## config.mk

```make
export PLATFORM = sky130hd
export DESIGN_NAME = dmem_access_ctrl
export DESIGN_NICKNAME = d
export VERILOG_FILES = /design/src/rtl/dmem_access_ctrl.sv
export SDC_FILE = /design/constraint.sdc
export NUM_CORES = 1
export LEC_CHECK = 0
export CORE_MARGIN = 4
export CORE_UTILIZATION = 54
export DETAILED_ROUTE_END_ITERATION = 8
export PLACE_DENSITY = 0.86
export SETUP_SLACK_MARGIN = 0.1
export SLEW_MARGIN = 20
export SYNTH_ARGS = -nofsm -noshare
export SYNTH_HDL_FRONTEND = slang
export SYNTH_SLANG_ARGS = --single-unit
```

## constraint.sdc

```tcl
create_clock -name clk -period 28.7 [get_ports clk]
set_clock_uncertainty 0.15 [all_clocks]
set_input_delay 5.74 -clock clk [delete_from_list [all_inputs] [get_ports clk]]
set_output_delay 5.74 -clock clk [all_outputs]
set_load 0.03 [all_outputs]
```

## src/rtl/dmem_access_ctrl.sv

```systemverilog
// Data-memory access sequencer: arbitrates CPU (c) and debug (d) ports, splits
// unaligned accesses into two word cycles and aligns/extends load results.
//
// state | meaning
// IDLE  | waiting for a request; winner latched on the edge leaving IDLE
// ACC1  | first (or only) word cycle at the addressed word
// ACC2  | second word cycle of a split access at address + 4
// DONE  | ack pulse and load result for the granted port
module dmem_access_ctrl #(
  parameter int FIXED_PRIO = 1
) (
  input  logic        clk,
  input  logic        rst,
  input  logic        c_req,
  input  logic        c_wr,
  input  logic [1:0]  c_size,
  input  logic        c_signed,
  input  logic [31:0] c_addr,
  input  logic [31:0] c_wdata,
  output logic        c_ack,
  output logic [31:0] c_rdata,
  input  logic        d_req,
  input  logic        d_wr,
  input  logic [1:0]  d_size,
  input  logic        d_signed,
  input  logic [31:0] d_addr,
  input  logic [31:0] d_wdata,
  output logic        d_ack,
  output logic [31:0] d_rdata,
  output logic        busy,
  output logic [31:0] m_addr,
  output logic [31:0] m_wdata,
  output logic [3:0]  m_we,
  input  logic [31:0] m_rdata
);

  typedef enum logic [1:0] {IDLE, ACC1, ACC2, DONE} state_t;

  state_t      state_q, state_nx;
  logic        rr_q;
  logic        wr_q, sgn_q, gnt_d_q;
  logic [1:0]  size_q;
  logic [31:0] addr_q, wdata_q, lo_q, hi_q;

  logic        take, pick_d;
  logic        cur_wr, cur_sgn, cur_gnt_d;
  logic [1:0]  cur_size, o_c;
  logic [31:0] cur_addr, cur_wdata;
  logic [2:0]  n_c;
  logic        split_c;
  logic [3:0]  base;
  logic [7:0]  lane8;
  logic [63:0] sh_w;

  logic        c_ack_nx, d_ack_nx, busy_nx;
  logic [3:0]  we_nx;
  logic [31:0] addr_nx, wdata_nx, lo_nx, hi_nx, rd_w, ext;

  // Outputs are registered, so everything is computed from the fields that
  // will be valid in the next state: live inputs on the grant edge, latched after.
  always_comb begin
    take      = (state_q == IDLE) && (c_req || d_req);
    pick_d    = d_req && (!c_req || ((FIXED_PRIO == 0) && rr_q));
    cur_wr    = wr_q;
    cur_sgn   = sgn_q;
    cur_size  = size_q;
    cur_addr  = addr_q;
    cur_wdata = wdata_q;
    cur_gnt_d = gnt_d_q;
    if (take) begin
      cur_wr    = pick_d ? d_wr     : c_wr;
      cur_sgn   = pick_d ? d_signed : c_signed;
      cur_size  = pick_d ? d_size   : c_size;
      cur_addr  = pick_d ? d_addr   : c_addr;
      cur_wdata = pick_d ? d_wdata  : c_wdata;
      cur_gnt_d = pick_d;
    end
    o_c = cur_addr[1:0];
    case (cur_size)
      2'd0:    n_c = 3'd1;
      2'd1:    n_c = 3'd2;
      default: n_c = 3'd4;
    endcase
    split_c = ({2'b00, o_c} + {1'b0, n_c}) > 4'd4;
    case (n_c)
      3'd1:    base = 4'b0001;
      3'd2:    base = 4'b0011;
      default: base = 4'b1111;
    endcase
    lane8 = {4'b0000, base} << o_c;
    sh_w  = {32'h0, cur_wdata} << {o_c, 3'b000};
  end

  always_ff @(posedge clk or posedge rst) begin
    if (rst) state_q <= IDLE;
    else     state_q <= state_nx;
  end

  always_comb begin
    state_nx = state_q;
    case (state_q)
      IDLE: if (take) state_nx = ACC1;
      ACC1: state_nx = split_c ? ACC2 : DONE;
      ACC2: state_nx = DONE;
      DONE: state_nx = IDLE;
      default: state_nx = IDLE;
    endcase
  end

  always_comb begin
    we_nx    = 4'b0000;
    addr_nx  = m_addr;
    wdata_nx = m_wdata;
    lo_nx    = lo_q;
    hi_nx    = hi_q;
    if (state_q == ACC1 && !wr_q) begin
      lo_nx = m_rdata;
      hi_nx = 32'h0;
    end
    if (state_q == ACC2 && !wr_q) hi_nx = m_rdata;
    if (state_nx == ACC1) begin
      addr_nx  = {cur_addr[31:2], 2'b00};
      wdata_nx = sh_w[31:0];
      we_nx    = cur_wr ? lane8[3:0] : 4'b0000;
    end else if (state_nx == ACC2) begin
      addr_nx  = m_addr + 32'd4;
      wdata_nx = sh_w[63:32];
      we_nx    = cur_wr ? lane8[7:4] : 4'b0000;
    end
    rd_w = 32'({hi_nx, lo_nx} >> {o_c, 3'b000});
    case (n_c)
      3'd1:    ext = {{24{cur_sgn & rd_w[7]}},  rd_w[7:0]};
      3'd2:    ext = {{16{cur_sgn & rd_w[15]}}, rd_w[15:0]};
      default: ext = rd_w;
    endcase
    c_ack_nx = (state_nx == DONE) && !cur_gnt_d;
    d_ack_nx = (state_nx == DONE) &&  cur_gnt_d;
    busy_nx  = (state_nx != IDLE);
  end

  always_ff @(posedge clk or posedge rst) begin
    if (rst) begin
      rr_q    <= 1'b0;
      wr_q    <= 1'b0;
      sgn_q   <= 1'b0;
      gnt_d_q <= 1'b0;
      size_q  <= 2'd0;
      addr_q  <= 32'h0;
      wdata_q <= 32'h0;
      lo_q    <= 32'h0;
      hi_q    <= 32'h0;
      c_ack   <= 1'b0;
      d_ack   <= 1'b0;
      c_rdata <= 32'h0;
      d_rdata <= 32'h0;
      busy    <= 1'b0;
      m_addr  <= 32'h0;
      m_wdata <= 32'h0;
      m_we    <= 4'b0000;
    end else begin
      if (take) begin
        wr_q    <= cur_wr;
        sgn_q   <= cur_sgn;
        gnt_d_q <= cur_gnt_d;
        size_q  <= cur_size;
        addr_q  <= cur_addr;
        wdata_q <= cur_wdata;
        if (c_req && d_req) rr_q <= !pick_d;
      end
      lo_q    <= lo_nx;
      hi_q    <= hi_nx;
      c_ack   <= c_ack_nx;
      d_ack   <= d_ack_nx;
      c_rdata <= c_ack_nx ? ext : 32'h0;
      d_rdata <= d_ack_nx ? ext : 32'h0;
      busy    <= busy_nx;
      m_addr  <= addr_nx;
      m_wdata <= wdata_nx;
      m_we    <= we_nx;
    end
  end

endmodule

```

Yosys cells after proc, flatten, opt, wreduce, memory -nomap -nowiden:

Cells that the tools add are included.

* register bits after elaboration: 270
* output and inout port bits: 135

* add/sub/neg operators: 2
* order comparisons: 1
* equality and inequality tests: 9
* shift-type cells: 3
* mux-type cells: 30
* bitwise gates (word level): 2
* reduce and logical (&&, ||, !) cells: 14

Operators with widths (number)
* two-way mux 32 bit: 13
* case mux 32 bit (2 select lines): 1
* left shift 32 x 5 -> 64 bit: 1
* >> shifter 64 x 5 -> 32 bit: 1
* adder 32 x 3 -> 32 bit, second input constant: 1
* two-way mux 4 bit: 4
* equality test 2 bit, second input constant: 4
* case mux 2 bit (4 select lines): 1
* case mux 4 bit (2 select lines): 1
* left shift 4 x 2 -> 8 bit: 1
* equality test 2 x 1 -> 1 bit, second input constant: 3
* logical AND 1 bit: 6
* two-way mux 1 bit: 6
* two-way mux 2 bit: 3
* case mux 3 bit (2 select lines): 1
* adder 2 x 3 -> 4 bit: 1
* greater-than comparator 4 x 3 -> 1 bit, second input constant: 1
* logical NOT 2 bit: 2
* nonzero test 2 bit: 2
* equality test 3 x 1 -> 1 bit, second input constant: 1
* equality test 3 x 2 -> 1 bit, second input constant: 1
* logical NOT 1 bit: 3
* bitwise AND 1 bit: 2
* logical OR 1 bit: 1

Depth between registers and ports, before layout:

* depth in word-level cells: 13
* depth in mapped cells: 23
* depth with buffers taken out: 19

Worst setup path before layout:

No wires, ideal clock.

* kind: input port to flip-flop
* start point: in c_req
* end point: reg m_addr[30]
* library setup time: 0.137 ns
* arrival: 9.356 ns
* slack: 19.057 ns
* cell stages on the path: 19
* buffers on the path: 6
* cells stage by stage: buf_2 nand2b_1 clkbuf_1 o221ai_2 nor2_1 clkbuf_1 ha_1 inv_1 fa_1 xnor2_1 a21oi_1 o31ai_1 inv_1 ha_1 clkbuf_1 clkbuf_1 clkbuf_1 o31ai_1 a21oi_1

* cells in the longest elaborated chain, start to end: 12

RTL lines
* from (decl): line 14 `input logic c_req,`
* logical NOT 1 bit: line 63 `pick_d = d_req && (!c_req || ((FIXED_PRIO == 0) && rr_q));`
* logical AND 1 bit: line 63
* two-way mux 2 bit: line 73 `cur_size = pick_d ? d_size : c_size;`
* two-way mux 2 bit: line 70 `if (take) begin`
* equality test 2 x 1 -> 1 bit or logical NOT 2 bit (tied branches): line 79 `case (cur_size)`
* case mux 3 bit (2 select lines): line 79
* adder 2 x 3 -> 4 bit: line 84 `split_c = ({2'b00, o_c} + {1'b0, n_c}) > 4'd4;`
* greater-than comparator 4 x 3 -> 1 bit: line 84
* two-way mux 1 bit: line 103 `ACC1: state_nx = split_c ? ACC2 : DONE;`
* case mux 2 bit (4 select lines) *: line 101 `case (state_q)`
* via state_nx[0]: line 39 `state_t state_q, state_nx;`
* equality test 2 x 1 -> 1 bit or equality test 2 bit (tied branches): line 121, 125
* two-way mux 32 bit or nonzero test 2 bit (tied branches)
* to (signal assigned): line 177 `m_addr <= addr_nx;`
* to (decl): line 31 `output logic [31:0] m_addr,`

The timed path passes the listed nets; every way through them passes the cells marked *.
A chain may end at the register's enable or synchronous reset.

Worst setup path after layout:

* start point: in d_req
* end point: reg m_addr[28]

* cells in the longest elaborated chain, start to end: 11

RTL lines
* from (decl): line 22 `input logic d_req,`
* logical AND 1 bit or logical OR 1 bit (tied branches): line 63, 62
* two-way mux 2 bit or logical AND 1 bit (tied branches): line 73, 62
* two-way mux 2 bit: line 70
* equality test 2 x 1 -> 1 bit or logical NOT 2 bit (tied branches): line 79
* case mux 3 bit (2 select lines): line 79
* adder 2 x 3 -> 4 bit: line 84
* greater-than comparator 4 x 3 -> 1 bit: line 84
* two-way mux 1 bit: line 103
* case mux 2 bit (4 select lines) *: line 101
* via state_nx[0]: line 39
* equality test 2 x 1 -> 1 bit or equality test 2 bit (tied branches): line 121, 125
* two-way mux 32 bit or nonzero test 2 bit (tied branches)

Marked as above.

==> impl_metrics.env <==
export IMPL_syn_area_sq_um=12400
export IMPL_cts_sinks=260
export IMPL_vdd_drop_max_uv=96.7
export IMPL_slowest_delay_ns=1.10
export IMPL_numCtsBuffers=26
export IMPL_post_cts_resized=0
export IMPL_drc=0
export IMPL_cp_common_cell="inv_1"
export IMPL_grt_max_degree=116
export IMPL_drtAntennaViolNets=0
export IMPL_grt_util_met1_pct=36.6
export IMPL_rsz0062_at_grt="false"
export IMPL_crit_reg2reg_launch="state_q[0]$_DFF_PP0_"
export IMPL_finalCoreUtilization_pct=72.4
export IMPL_nets=1679
export IMPL_yosysSeqAreaShare_pct=52.4
export IMPL_reg2reg_depth=20
export IMPL_grt_util_met2_pct=47.8
export IMPL_grt_pass1_wl_mm=58.4
export IMPL_end_kind="flop"
export IMPL_rrSetupSlack_ns=22.00
export IMPL_drive_gt1_share_pct=6.14
export IMPL_clk_path_buf_depth=3
export IMPL_final_instance_count_excl_fill=1799
export IMPL_final_common_cell="clkdlybuf4s50_1"
export IMPL_finalCriticalPeriod_ns=11.79
export IMPL_grt_pass1_vias=10800
export IMPL_grt_util_met3_pct=5.83
export IMPL_grt_usage_pct=28.4
export IMPL_crit_required_ns=28.94
export IMPL_dp_cells=1752
export IMPL_worstSetupStartpointType="primary input"
export IMPL_start_util_pct=54.9
export IMPL_status="complete, no violations"
export IMPL_worstSkewPairLatency_ns=0.53
export IMPL_grt_busiest_layer="met2"
export IMPL_worst_pin_slew_ns=1.06
export IMPL_drt_total_wl_mm=37.5
export IMPL_hold_viol=0
export IMPL_leakage_nw=7.35
export IMPL_gp_congestion=0.893
export IMPL_synth_cell_types=67
export IMPL_switching_power_mw=1.09
export IMPL_intPower_mw=1.20
export IMPL_multi_input_area_sq_um=5200
export IMPL_cpMaxStageDelayCell="nor2_2"
export IMPL_hold_depth=2
export IMPL_hold_path_class="reg -> reg"
export IMPL_layout_common_cells="clkdlybuf4s50_1 (303), dfrtp_1 (260), nor2_1 (148)"
export IMPL_hold_ws_ns=0.338
export IMPL_vias_per_cell=6.00
export IMPL_vias=10800
export IMPL_clk_pin_slew_worst_paths_ns=0.06
export IMPL_syn_to_final_growth_pct=32.0
export IMPL_path_cells="clkdlybuf4s50_1 > o21ai_4 > buf_4 > a221oi_4 > inv_1 > nor2_1 > ha_1 > inv_1 > fa_1 > xnor2_1 > a21oi_1 > o31ai_1 > inv_1 > ha_1 > buf_4 > clkinv_1 > nor2_2 > a21oi_1 > o311ai_0"
export IMPL_rows=55
export IMPL_num_fill_cells=1574
export IMPL_switching_share_pct=47.6
export IMPL_synth_warnings=0
export IMPL_ys_ff_latch=260
export IMPL_timing_fmax_mhz=84.8
export IMPL_cts_hold_buf=0
export IMPL_overflow=0
export IMPL_post_cts_buffers=0
export IMPL_die_area_sq_um=25500
export IMPL_htree_levels=1
export IMPL_crit_fanout=42
export IMPL_drt_iter0_drc=958
export IMPL_fin_tns_setup_ns=0
export IMPL_antenna_found_initial=0
export IMPL_power_frac_clock_pct=14.7
export IMPL_drt_first_pass_iters=5
export IMPL_syn_inst=1241
export IMPL_cts_root_buf="clkbuf_16"
export IMPL_n_antenna_cell=0
export IMPL_die_y_um=160
export IMPL_pwr_share_comb_pct=58.8
export IMPL_ys_flop_type="dfrtp_1"
export IMPL_syn_area_per_cell_sq_um=10.0
export IMPL_io_buffers=304
export IMPL_cp_arrival_ns=12.03
export IMPL_core_sq_um=22600
export IMPL_finalSetupViolCount=0
export IMPL_p_total_mw=2.30
export IMPL_hold_end="lo_q[7]$_DFF_PP0_"
export IMPL_p_per_area_nw_per_um2=140
export IMPL_relSlewSlack_pct=29.1
export IMPL_final_seq_area_sq_um=6510
export IMPL_cap_violations=0
export IMPL_maxSlewViolCount=0
export IMPL_postSynth_asyncResetShare_pct=100
export IMPL_io_pins=307
export IMPL_period_share_pct=41.1
export IMPL_die_width_um=160
export IMPL_crit_type="in -> reg"
export IMPL_synth_edf_count=0
export IMPL_cts_tree="done"
export IMPL_worstHoldStart="lo_q[7]$_DFF_PP0_"
export IMPL_p_seq_share_pct=26.4
export IMPL_wl_per_cell_um=20.8
export IMPL_dpl_hpwl_mm=26.2
export IMPL_reg2reg_to="m_addr[28]$_DFFE_PP0P_"
## cell type report
cell class                      count  share of cell area, %
Clock buffer                       41                   4.87
Clock inverter                      6                  0.336
Inverter                           83                   1.95
Multi-Input combinational cell    804                   31.7
Sequential cell                   260                   39.7
Tap cell                          285                   2.17
Timing Repair Buffer              320                   19.3
## state kept, by name, indices dropped and copies added (netlist names), 4 cells and up
register / cells
addr_q: 32
c_rdata: 32
d_rdata: 32
lo_q: 32
m_wdata: 32
wdata_q: 32
m_addr: 30
hi_q: 24
m_we: 4
## per-stage QoR
step,cell area (sq um),setup WS (ns)
floorplan,12400,15.65
global placement,15500,16.79
detailed placement,15500,16.51
CTS,16400,16.99
global route,16400,16.39
finish,16400,16.91
## cells by family after synthesis
family	Yosys count	synth area share, %
XOR/XNOR	7	0.494
adder cells (fa/ha/maj)	12	1.27
AND/OR/NAND/NOR	335	11.7
multiplexers	88	7.29
flip-flops	260	52.4
other	1	0.0302
AO/OA/AOI/OAI	360	20.7
buffers and inverters	178	6.13
## how the worst max path moves through the flow
stage / end / slack (ns) / start / cells after the start
global route: m_addr[28]$_DFFE_PP0P_ / 16.39 / c_req / 19
CTS: m_addr[28]$_DFFE_PP0P_ / 16.99 / c_req / 19
floorplan: addr_q[0]$_DFFE_PP0N_ / 15.65 / rst / 1
detailed placement: m_addr[28]$_DFFE_PP0P_ / 16.51 / c_req / 19
finish: m_addr[28]$_DFFE_PP0P_ / 16.91 / d_req / 19
global placement: m_we[2]$_DFF_PP0_ / 16.79 / c_req / 20
## cell usage after synthesis, types with 4 or more instances
cell type | instances | area (sq um)
dfrtp_1 | 260 | 6510
nor2_1 | 149 | 559
nand2_1 | 98 | 368
inv_1 | 81 | 304
a21oi_1 | 80 | 400
mux2i_1 | 77 | 771
a22o_1 | 74 | 648
clkbuf_1 | 57 | 214
o21ai_0 | 53 | 265
a22oi_1 | 52 | 390
a31oi_1 | 25 | 156
buf_2 | 21 | 105
nand3_1 | 20 | 100
nor3_1 | 18 | 90.1
and2_1 | 12 | 75.1
ha_1 | 11 | 138
mux2_2 | 10 | 113
o2bb2ai_1 | 10 | 87.6
a211oi_1 | 8 | 60.1
a221o_1 | 8 | 80.1
a221oi_1 | 8 | 70.1
and3_1 | 8 | 50.1
buf_4 | 8 | 60.1
nand4_1 | 8 | 50.1
a311oi_1 | 7 | 61.3
buf_6 | 5 | 56.3
nor2b_1 | 5 | 31.3
o31ai_1 | 5 | 37.5
a21o_1 | 4 | 30.0
buf_1 | 4 | 15.0
o22ai_1 | 4 | 25.0
xnor2_1 | 4 | 35.0
## per-layer routing
layer	vias to the layer above	wire length [um]
li1	4896	-
met1	5238	14400
met2	559	18300
met3	103	3170
met4	0	1540
met5	-	0
## power groups by stage
stage / Combinational (mW) / Sequential, mW / Clock, mW
after floorplan: 0.805 / 0.721 / 0
after global placement: 1.28 / 0.605 / 0
final: 1.35 / 0.607 / 0.338
after global routing: 1.46 / 0.621 / 0.358
after CTS: 1.34 / 0.605 / 0.341
after detailed placement: 1.33 / 0.609 / 0
## critical path: cells and delay by family
family / cells / cell delay [ns]
and+or+nand+nor: 2 / 1.37
xor gates and xnor gates: 1 / 0.14
adders and majority gates: 3 / 0.74
buffers and inverters: 7 / 2.74
AOI/OAI and AO/OA: 6 / 1.27
(Power assumes the default switching activity.)
